### src/rtl/alu_pkg.sv
// Shared types for the ALU command driver: opcodes, operand-B
// source codes, driver state encoding and the latched command bundle.
package alu_pkg;

    typedef enum logic [3:0] {
        OP_ADD = 4'b0000,
        OP_SUB = 4'b0001,
        OP_MUL = 4'b0010,
        OP_AND = 4'b0011,
        OP_OR  = 4'b0100,
        OP_XOR = 4'b0101,
        OP_SLL = 4'b0110,
        OP_SRL = 4'b0111
    } alu_op_e;

    localparam logic [1:0] MOVI_REG_B = 2'b00;
    localparam logic [1:0] MOVI_MEM   = 2'b01;
    localparam logic [1:0] MOVI_IMM   = 2'b10;

    typedef enum logic [2:0] {
        ST_IDLE,
        ST_ISSUE,
        ST_WAIT_LO,
        ST_WAIT_HI,
        ST_HOLD
    } drv_state_e;

    typedef struct packed {
        logic [3:0]  op;
        logic [1:0]  movi;
        logic [31:0] a;
        logic [31:0] b;
        logic [31:0] mem;
        logic [31:0] imm;
        logic [3:0]  tag;
        logic        wide;
    } alu_cmd_t;

    // Only multiply produces a second (high) result beat.
    function automatic logic is_wide(input logic [3:0] op);
        return op == OP_MUL;
    endfunction

endpackage

### src/rtl/alu_driver_wdog.sv
// Per-phase wait counter: cleared on phase entry, counts while enabled,
// flags the last allowed cycle of the phase.
module alu_wdog #(
    parameter int TIMEOUT = 8
) (
    input  logic CLK,
    input  logic RST,
    input  logic clear,
    input  logic enable,
    output logic expired
);

    localparam int CW = $clog2(TIMEOUT + 1);

    logic [CW-1:0] cnt;

    always_ff @(posedge CLK) begin
        if (RST || clear) begin
            cnt <= '0;
        end else if (enable) begin
            cnt <= cnt + CW'(1);
        end
    end

    assign expired = enable && (cnt == CW'(TIMEOUT - 1));

endmodule

### src/rtl/alu_driver.sv
// Accepts one command, issues it to the ALU, collects one or two
// result beats and holds the result until the consumer acknowledges.
module alu_driver
    import alu_pkg::*;
#(
    parameter int TIMEOUT = 8
) (
    input  logic        CLK,
    input  logic        RST,
    input  logic        REQ_VLD,
    output logic        REQ_RDY,
    input  logic [3:0]  REQ_OP,
    input  logic [1:0]  REQ_MOVI,
    input  logic [31:0] REQ_A,
    input  logic [31:0] REQ_B,
    input  logic [31:0] REQ_MEM,
    input  logic [31:0] REQ_IMM,
    input  logic [3:0]  REQ_TAG,
    output logic        ALU_ACT,
    output logic [3:0]  ALU_OP,
    output logic [1:0]  ALU_MOVI,
    output logic [31:0] ALU_REG_A,
    output logic [31:0] ALU_REG_B,
    output logic [31:0] ALU_MEM,
    output logic [31:0] ALU_IMM,
    input  logic [31:0] ALU_DATA,
    input  logic        ALU_RDY,
    input  logic        ALU_VLD,
    output logic        RES_VLD,
    input  logic        RES_ACK,
    output logic [31:0] RES_LO,
    output logic [31:0] RES_HI,
    output logic        RES_WIDE,
    output logic [3:0]  RES_TAG,
    output logic        RES_ERR
);

    drv_state_e  state_q;
    drv_state_e  state_d;
    alu_cmd_t    cmd_q;
    logic [31:0] lo_q;
    logic [31:0] hi_q;
    logic        err_q;
    logic        tmo;
    logic        expired;
    logic        accept;
    logic        wd_clr;
    logic        wd_en;

    assign accept = (state_q == ST_IDLE) && REQ_VLD;
    assign wd_clr = (state_d != state_q);
    assign wd_en  = state_q inside {ST_ISSUE, ST_WAIT_LO, ST_WAIT_HI};

    alu_wdog #(
        .TIMEOUT(TIMEOUT)
    ) u_wdog (
        .CLK    (CLK),
        .RST    (RST),
        .clear  (wd_clr),
        .enable (wd_en),
        .expired(expired)
    );

    always_ff @(posedge CLK) begin
        if (RST) begin
            state_q <= ST_IDLE;
        end else begin
            state_q <= state_d;
        end
    end

    // The phase event is tested first so it wins over a coincident timeout.
    always_comb begin
        state_d = state_q;
        tmo     = 1'b0;
        unique case (state_q)
            ST_IDLE: begin
                if (REQ_VLD) state_d = ST_ISSUE;
            end
            ST_ISSUE: begin
                if (ALU_RDY) begin
                    state_d = ST_WAIT_LO;
                end else if (expired) begin
                    state_d = ST_HOLD;
                    tmo     = 1'b1;
                end
            end
            ST_WAIT_LO: begin
                if (ALU_VLD) begin
                    state_d = cmd_q.wide ? ST_WAIT_HI : ST_HOLD;
                end else if (expired) begin
                    state_d = ST_HOLD;
                    tmo     = 1'b1;
                end
            end
            ST_WAIT_HI: begin
                if (ALU_VLD) begin
                    state_d = ST_HOLD;
                end else if (expired) begin
                    state_d = ST_HOLD;
                    tmo     = 1'b1;
                end
            end
            ST_HOLD: begin
                if (RES_ACK) state_d = ST_IDLE;
            end
            default: state_d = ST_IDLE;
        endcase
    end

    always_comb begin
        REQ_RDY = (state_q == ST_IDLE) || RST;
        ALU_ACT = (state_q == ST_ISSUE) && ALU_RDY && !RST;
        RES_VLD = (state_q == ST_HOLD) && !RST;
    end

    always_ff @(posedge CLK) begin
        if (RST) begin
            cmd_q <= '0;
            lo_q  <= '0;
            hi_q  <= '0;
            err_q <= 1'b0;
        end else begin
            if (accept) begin
                cmd_q <= '{op:   REQ_OP,
                           movi: REQ_MOVI,
                           a:    REQ_A,
                           b:    REQ_B,
                           mem:  REQ_MEM,
                           imm:  REQ_IMM,
                           tag:  REQ_TAG,
                           wide: is_wide(REQ_OP)};
                lo_q  <= '0;
                hi_q  <= '0;
                err_q <= 1'b0;
            end
            if (tmo) begin
                lo_q  <= '0;
                hi_q  <= '0;
                err_q <= 1'b1;
            end
            if ((state_q == ST_WAIT_LO) && ALU_VLD) lo_q <= ALU_DATA;
            if ((state_q == ST_WAIT_HI) && ALU_VLD) hi_q <= ALU_DATA;
        end
    end

    assign ALU_OP    = cmd_q.op;
    assign ALU_MOVI  = cmd_q.movi;
    assign ALU_REG_A = cmd_q.a;
    assign ALU_REG_B = cmd_q.b;
    assign ALU_MEM   = cmd_q.mem;
    assign ALU_IMM   = cmd_q.imm;
    assign RES_LO    = lo_q;
    assign RES_HI    = hi_q;
    assign RES_WIDE  = cmd_q.wide;
    assign RES_TAG   = cmd_q.tag;
    assign RES_ERR   = err_q && !RST;

endmodule

### config.mk
export PLATFORM = sky130hd
export DESIGN_NAME = alu_driver
export DESIGN_NICKNAME = d
export VERILOG_FILES = /design/src/rtl/alu_pkg.sv /design/src/rtl/alu_driver_wdog.sv /design/src/rtl/alu_driver.sv
export SDC_FILE = /design/constraint.sdc
export NUM_CORES = 1
export LEC_CHECK = 0
export ABC_AREA = 1
export CAP_MARGIN = 20
export CORE_AREA = 2 2 149 151
export DETAILED_ROUTE_END_ITERATION = 12
export DIE_AREA = 0 0 151 153
export GPL_TIMING_DRIVEN = 1
export PLACE_DENSITY = 0.75
export SLEW_MARGIN = 15
export SYNTH_ARGS = -nofsm -noshare
export SYNTH_HDL_FRONTEND = slang
export SYNTH_SLANG_ARGS = --single-unit
### constraint.sdc
create_clock -name CLK -period 1.85 [get_ports CLK]
set_input_delay 0.37 -clock CLK [delete_from_list [all_inputs] [get_ports CLK]]
set_output_delay 0.37 -clock CLK [all_outputs]
set_load 0.01 [all_outputs]
After elaboration in Yosys (flattened, before gate mapping)
Index checks and enable logic that the tools add are counted.
W data, S select, Z words.
{ "totals": {"register_bits": 211, "out_inout_bits": 207, "word_cells": 56} }
{ "op_classes": {"addsub": 1, "n_eq_ne": 7, "mux": 18, "n_reduce_logical": 17} }
{ "ops": {"columns": ["cell", "count"], "rows": [
  ["$mux W32", 4],
  ["$mux W3", 7],
  ["$pmux W3 S5", 1],
  ["$reduce_bool A3 Y1", 3],
  ["$logic_and A1 B1 Y1", 8],
  ["$eq A3 B2 Y1 const B", 2],
  ["$mux W1", 5],
  ["$add A4 B1 Y4 const B", 1],
  ["$eq A4 B2 Y1 const B", 1],
  ["$eq A4 B3 Y1 const B", 1],
  ["$eq A3 B1 Y1 const B", 1],
  ["$eq A3 B3 Y1 const B", 1],
  ["$logic_not A3 Y1", 1],
  ["$ne A3 B3 Y1", 1],
  ["$logic_or A1 B1 Y1", 2],
  ["$pmux W1 S2", 1],
  ["$reduce_bool A2 Y1", 1],
  ["$reduce_or A2 Y1", 1],
  ["$logic_not A1 Y1", 1]
]} }

Longest topological paths before layout
{ "logic_depth": {"depth_word": 8, "ltp_mapped": 10, "depth_no_buf": 9} }

Cells and area by module
From an unflattened synthesis, not the netlist that was laid out.
{ "unflattened": {"cells_unflattened": 982, "area_unflattened_um2": 7749.9} }
{ "modules_own_cells": {"columns": ["module", "instances", "cells_each", "area_each_um2", "seq_area_each_um2"], "rows": [
  ["alu_driver", 1, 957, 7573.5, 4144.0],
  ["alu_wdog", 1, 25, 176.4, 80.1]
]} }

Worst setup path after synthesis
Ideal clock, no wire load.
{ "synth_path": {"path_type": "in2out", "startpoint": "in RST", "endpoint": "out ALU_ACT", "t_arrival_ps": 1192, "t_required_ps": 1480, "slack_ps": 288, "stages": 4, "cell_sequence": "clkbuf_1 > clkbuf_1 > clkbuf_1 > nor2_1"} }
{ "synth_via": {"elab_chain_cells": 2} }
{ "synth_rtl": {"columns": ["item", "line_no", "source"], "rows": [
  ["start, declared", "alu_driver.sv:9", "input logic RST,"],
  ["$logic_not A1 Y1", "alu_driver.sv:113", "ALU_ACT = (state_q == ST_ISSUE) && ALU_RDY && !RST;"],
  ["$logic_and A1 B1 Y1", "alu_driver.sv:113", null],
  ["end, declared", "alu_driver.sv:19", "output logic ALU_ACT,"]
]} }
No other way between the ends.

Final worst setup path
{ "layout_path": {"startpoint": "reg cmd_q (netlist bit ALU_REG_A[25])", "endpoint": "out ALU_REG_A[25]"} }
{ "layout_lines": {"columns": ["item", "line_no", "source"], "rows": [
  ["start, declared", "alu_driver.sv:40", "alu_cmd_t cmd_q;"],
  ["start signal, assigned", "alu_driver.sv:125", "cmd_q <= '{op: REQ_OP,"],
  ["end, declared", "alu_driver.sv:22", "output logic [31:0] ALU_REG_A,"]
]} }
No word-level cell between the ends.

==> results.json <==
{
  "status": "complete, no violations",
  "finalHoldViolCount": 0,
  "fin_cells": 1630,
  "regArea_um2": 4230,
  "p_sw_mw": 2.71,
  "crit_path_cell_trace": "clkdlybuf4s50_1",
  "wl_per_cell_um": 15.1,
  "finalNetCount": 1509,
  "root_buffer": "clkbuf_16",
  "yosysSeqAreaShare": 0.564,
  "slowest_stage": "clkdlybuf4s50_1",
  "die_area_um2": 23100,
  "grt_max_degree": 127,
  "clk_pin_slew_worst_paths_ns": 0.06,
  "synth_top_family_by_area": "simple AND/OR/NAND/NOR gates",
  "power.density_nw_per_um2": 900,
  "seqPwrFrac": 0.435,
  "ff2ff_path_depth": 8,
  "grt_util_all_layers": 0.202,
  "finClkSkew_ns": 0.0103,
  "dp.cells": 1586,
  "synth_adder_area_share": 0.00167,
  "fin_crit_sh": 0.984,
  "power_mw": 11.2,
  "synth.avg_cell_area_um2": 7.78,
  "max_slew.worst_pin.slew_ns": 0.841,
  "hold_class": "primary input to register",
  "intPower_mw": 8.49,
  "ant_nets": 0,
  "synth_compound_area_frac": 0.141,
  "final_common_cell": "nand2_1",
  "setup_viol": 0,
  "h-tree-depth": 1,
  "setup_tns_ns": 0,
  "grt_pass1_wl_um": 38000,
  "rows": 54,
  "worst-path-stages": 1,
  "r2r-start": "state_q[1]$_SDFF_PP0_",
  "grt_pass1_vias": 7495,
  "cts_sinks": 211,
  "cp-endpoint": "ALU_REG_A[25]",
  "startpoint": "ALU_REG_A[25]$_SDFFE_PP0P_",
  "ios": 383,
  "num_vias": 7627,
  "antenna_found_initial": 1,
  "clk_latency_ns": 0.51,
  "ys_ff_latch": 211,
  "arrival_ns": 1.45,
  "die_h_um": 153,
  "cts_buffers": 23,
  "critical-path-top-delay-family": "buffers and inverters",
  "clkPwrFrac": 0.414,
  "rsz0062_at_grt": "no",
  "p_sw_frac": 0.242,
  "critPathRequiredTime_ns": 1.48,
  "viasPerCell": 4.68,
  "post_synth_and_or_nand_nor_area_fraction": 0.237,
  "worstSetupStartpointType": "register",
  "leakagePower_nw": 4.60,
  "max_stage_delay_ns": 0.56,
  "hold_buffers": 0,
  "syn_area_um2": 7500,
  "grt_remaining_overflow": 0,
  "ys_types": 24,
  "place.port_buffers": 382,
  "core_um2": 21500,
  "final_cell_mix": "424 x nand2_1, 373 x clkdlybuf4s50_1, 209 x dfxtp_1",
  "synth_xor_area_frac": 0.00351,
  "drc": 0,
  "finalWirelength_um": 24600,
  "hpwl_um": 17200,
  "drv_slew": 0,
  "cts_tree": "yes",
  "crit_fanout": 2,
  "path_buf_inv": 1,
  "yosysWarnings": 0,
  "max_cap_viol_count": 0,
  "rrSetupSlack_ns": 0.20,
  "start_util": 0.349,
  "multiInputGateArea_um2": 2910,
  "drt_iter0_markers": 282,
  "relSlewSlack": 0.439,
  "synth_fp_nets": 1141,
  "fillers": 1879,
  "synthToLayoutAreaGrowth_pct": 66.0,
  "drt_pass1_iterations": 4,
  "ir_drop_uv": 653,
  "fin_crit_ns": 1.82,
  "timing.rr.end": "ALU_REG_A[3]$_SDFFE_PP0P_",
  "gp_congestion": 0.815,
  "crit_type": "register to output pin",
  "synthMuxAreaShare": 0.00134,
  "p_comb_frac": 0.151,
  "die_w_um": 151,
  "fmax_mhz": 549,
  "synthCells": 964,
  "end_kind": "output pin",
  "clk_path_buf_depth": 3,
  "layout-drive-gt1-share": 0.0615
}
synth_stat cells:
library cell | number | area share
nand2_1 | 424 | 0.21
dfxtp_1 | 211 | 0.56
a21oi_1 | 205 | 0.14
clkbuf_1 | 32 | 0.016
buf_4 | 19 | 0.019
nor2_1 | 17 | 0.0085
buf_2 | 15 | 0.010
nand3_1 | 9 | 0.0060
inv_1 | 7 | 0.0035
inv_2 | 6 | 0.0030
xor2_1 | 3 | 0.0035
a31oi_1 | 2 | 0.0017
nor2_2 | 2 | 0.0017
nor2_4 | 2 | 0.0030
ha_1 | 1 | 0.0017
mux2i_1 | 1 | 0.0013
nand2_2 | 1 | 0.00084
nand3_2 | 1 | 0.0013
nand4_1 | 1 | 0.00084
nor3_1 | 1 | 0.00067
nor3_4 | 1 | 0.0022
o21ai_0 | 1 | 0.00067
o21ai_1 | 1 | 0.00067
o21ai_2 | 1 | 0.0012
layer usage:
layer	global-route usage	wire [µm]
met5	0	0
met4	0.0699	761
met3	0.0690	2510
met2	0.357	11900
met1	0.225	9450
final cells by class:
cell class / count / area share
diodes: 1 / 0.000201
repair buffers: 409 / 0.332
flip-flops and latches: 211 / 0.340
well taps: 280 / 0.0282
clock buffers: 35 / 0.0547
inverters: 13 / 0.00412
multi-input cells: 674 / 0.233
clock inverters: 7 / 0.00734
per-stage QoR:
step,hold slack [ns],utilization,setup slack [ns],instance area (µm²)
2_1_floorplan,0.483,-,0.288,7500
3_3_place_gp,0.445,0.542,-0.117,11700
3_5_place_dp,0.450,0.542,-0.124,11700
4_1_cts,0.0665,0.579,-0.0102,12400
5_1_grt,0.0718,0.579,0.000927,12400
6_report,0.0907,0.579,0.0298,12400
cell families after synthesis:
| family | count (synthesis) |
|---|---|
| XOR/XNOR | 3 |
| AO/OA/AOI/OAI | 210 |
| buffers and inverters | 79 |
| AND/OR/NAND/NOR | 459 |
| flip-flops | 211 |
| adder cells (fa/ha/maj) | 1 |
| multiplexers | 1 |
how the worst min path moves through the flow:
stage,from,to,slack (ns),cells after the start
5_1_grt,RST,state_q[1]$_SDFF_PP0_,0.07,2
4_1_cts,RST,state_q[1]$_SDFF_PP0_,0.07,2
3_5_place_dp,RES_LO[30]$_SDFFE_PP0P_,RES_LO[30]$_SDFFE_PP0P_,0.45,2
2_1_floorplan,RES_HI[0]$_SDFFE_PP0P_,RES_HI[0]$_SDFFE_PP0P_,0.48,2
3_3_place_gp,RES_HI[4]$_SDFFE_PP0P_,RES_HI[4]$_SDFFE_PP0P_,0.44,2
6_report,RST,state_q[1]$_SDFF_PP0_,0.09,2
power groups by stage:
stage | Clock, mW | Sequential (mW) | Combinational (mW)
after global placement | 0 | 4.96 | 1.68
after floorplan | 0 | 5.07 | 0.571
final | 4.64 | 4.88 | 1.69
after global routing | 4.93 | 4.90 | 1.83
after CTS | 4.76 | 4.88 | 1.71
after detailed placement | 0 | 4.97 | 1.69
repair_timing:
| item | in CTS | in global routing |
|---|---|---|
| pin swaps | 1 | 0 |
| buffers inserted | 1 | 0 |
| endpoints found under the setup margin | 5 | 6 |
| hold endpoints to repair | 0 | 0 |
| gates resized for setup | 14 | 6 |
| gates cloned | 0 | 0 |
registers in the layout, summed over array words and instances, names as in the netlist:
name and cells:
ALU_IMM 32, RES_LO 32, RES_TAG 4, ALU_OP 4, u_wdog.cnt 4, ALU_REG_A 32, RES_HI 32, ALU_MEM 32
RES_WIDE 1, ALU_REG_B 32, ALU_MOVI 2, err_q 1, state_q 3
(Power assumes the default switching activity.)
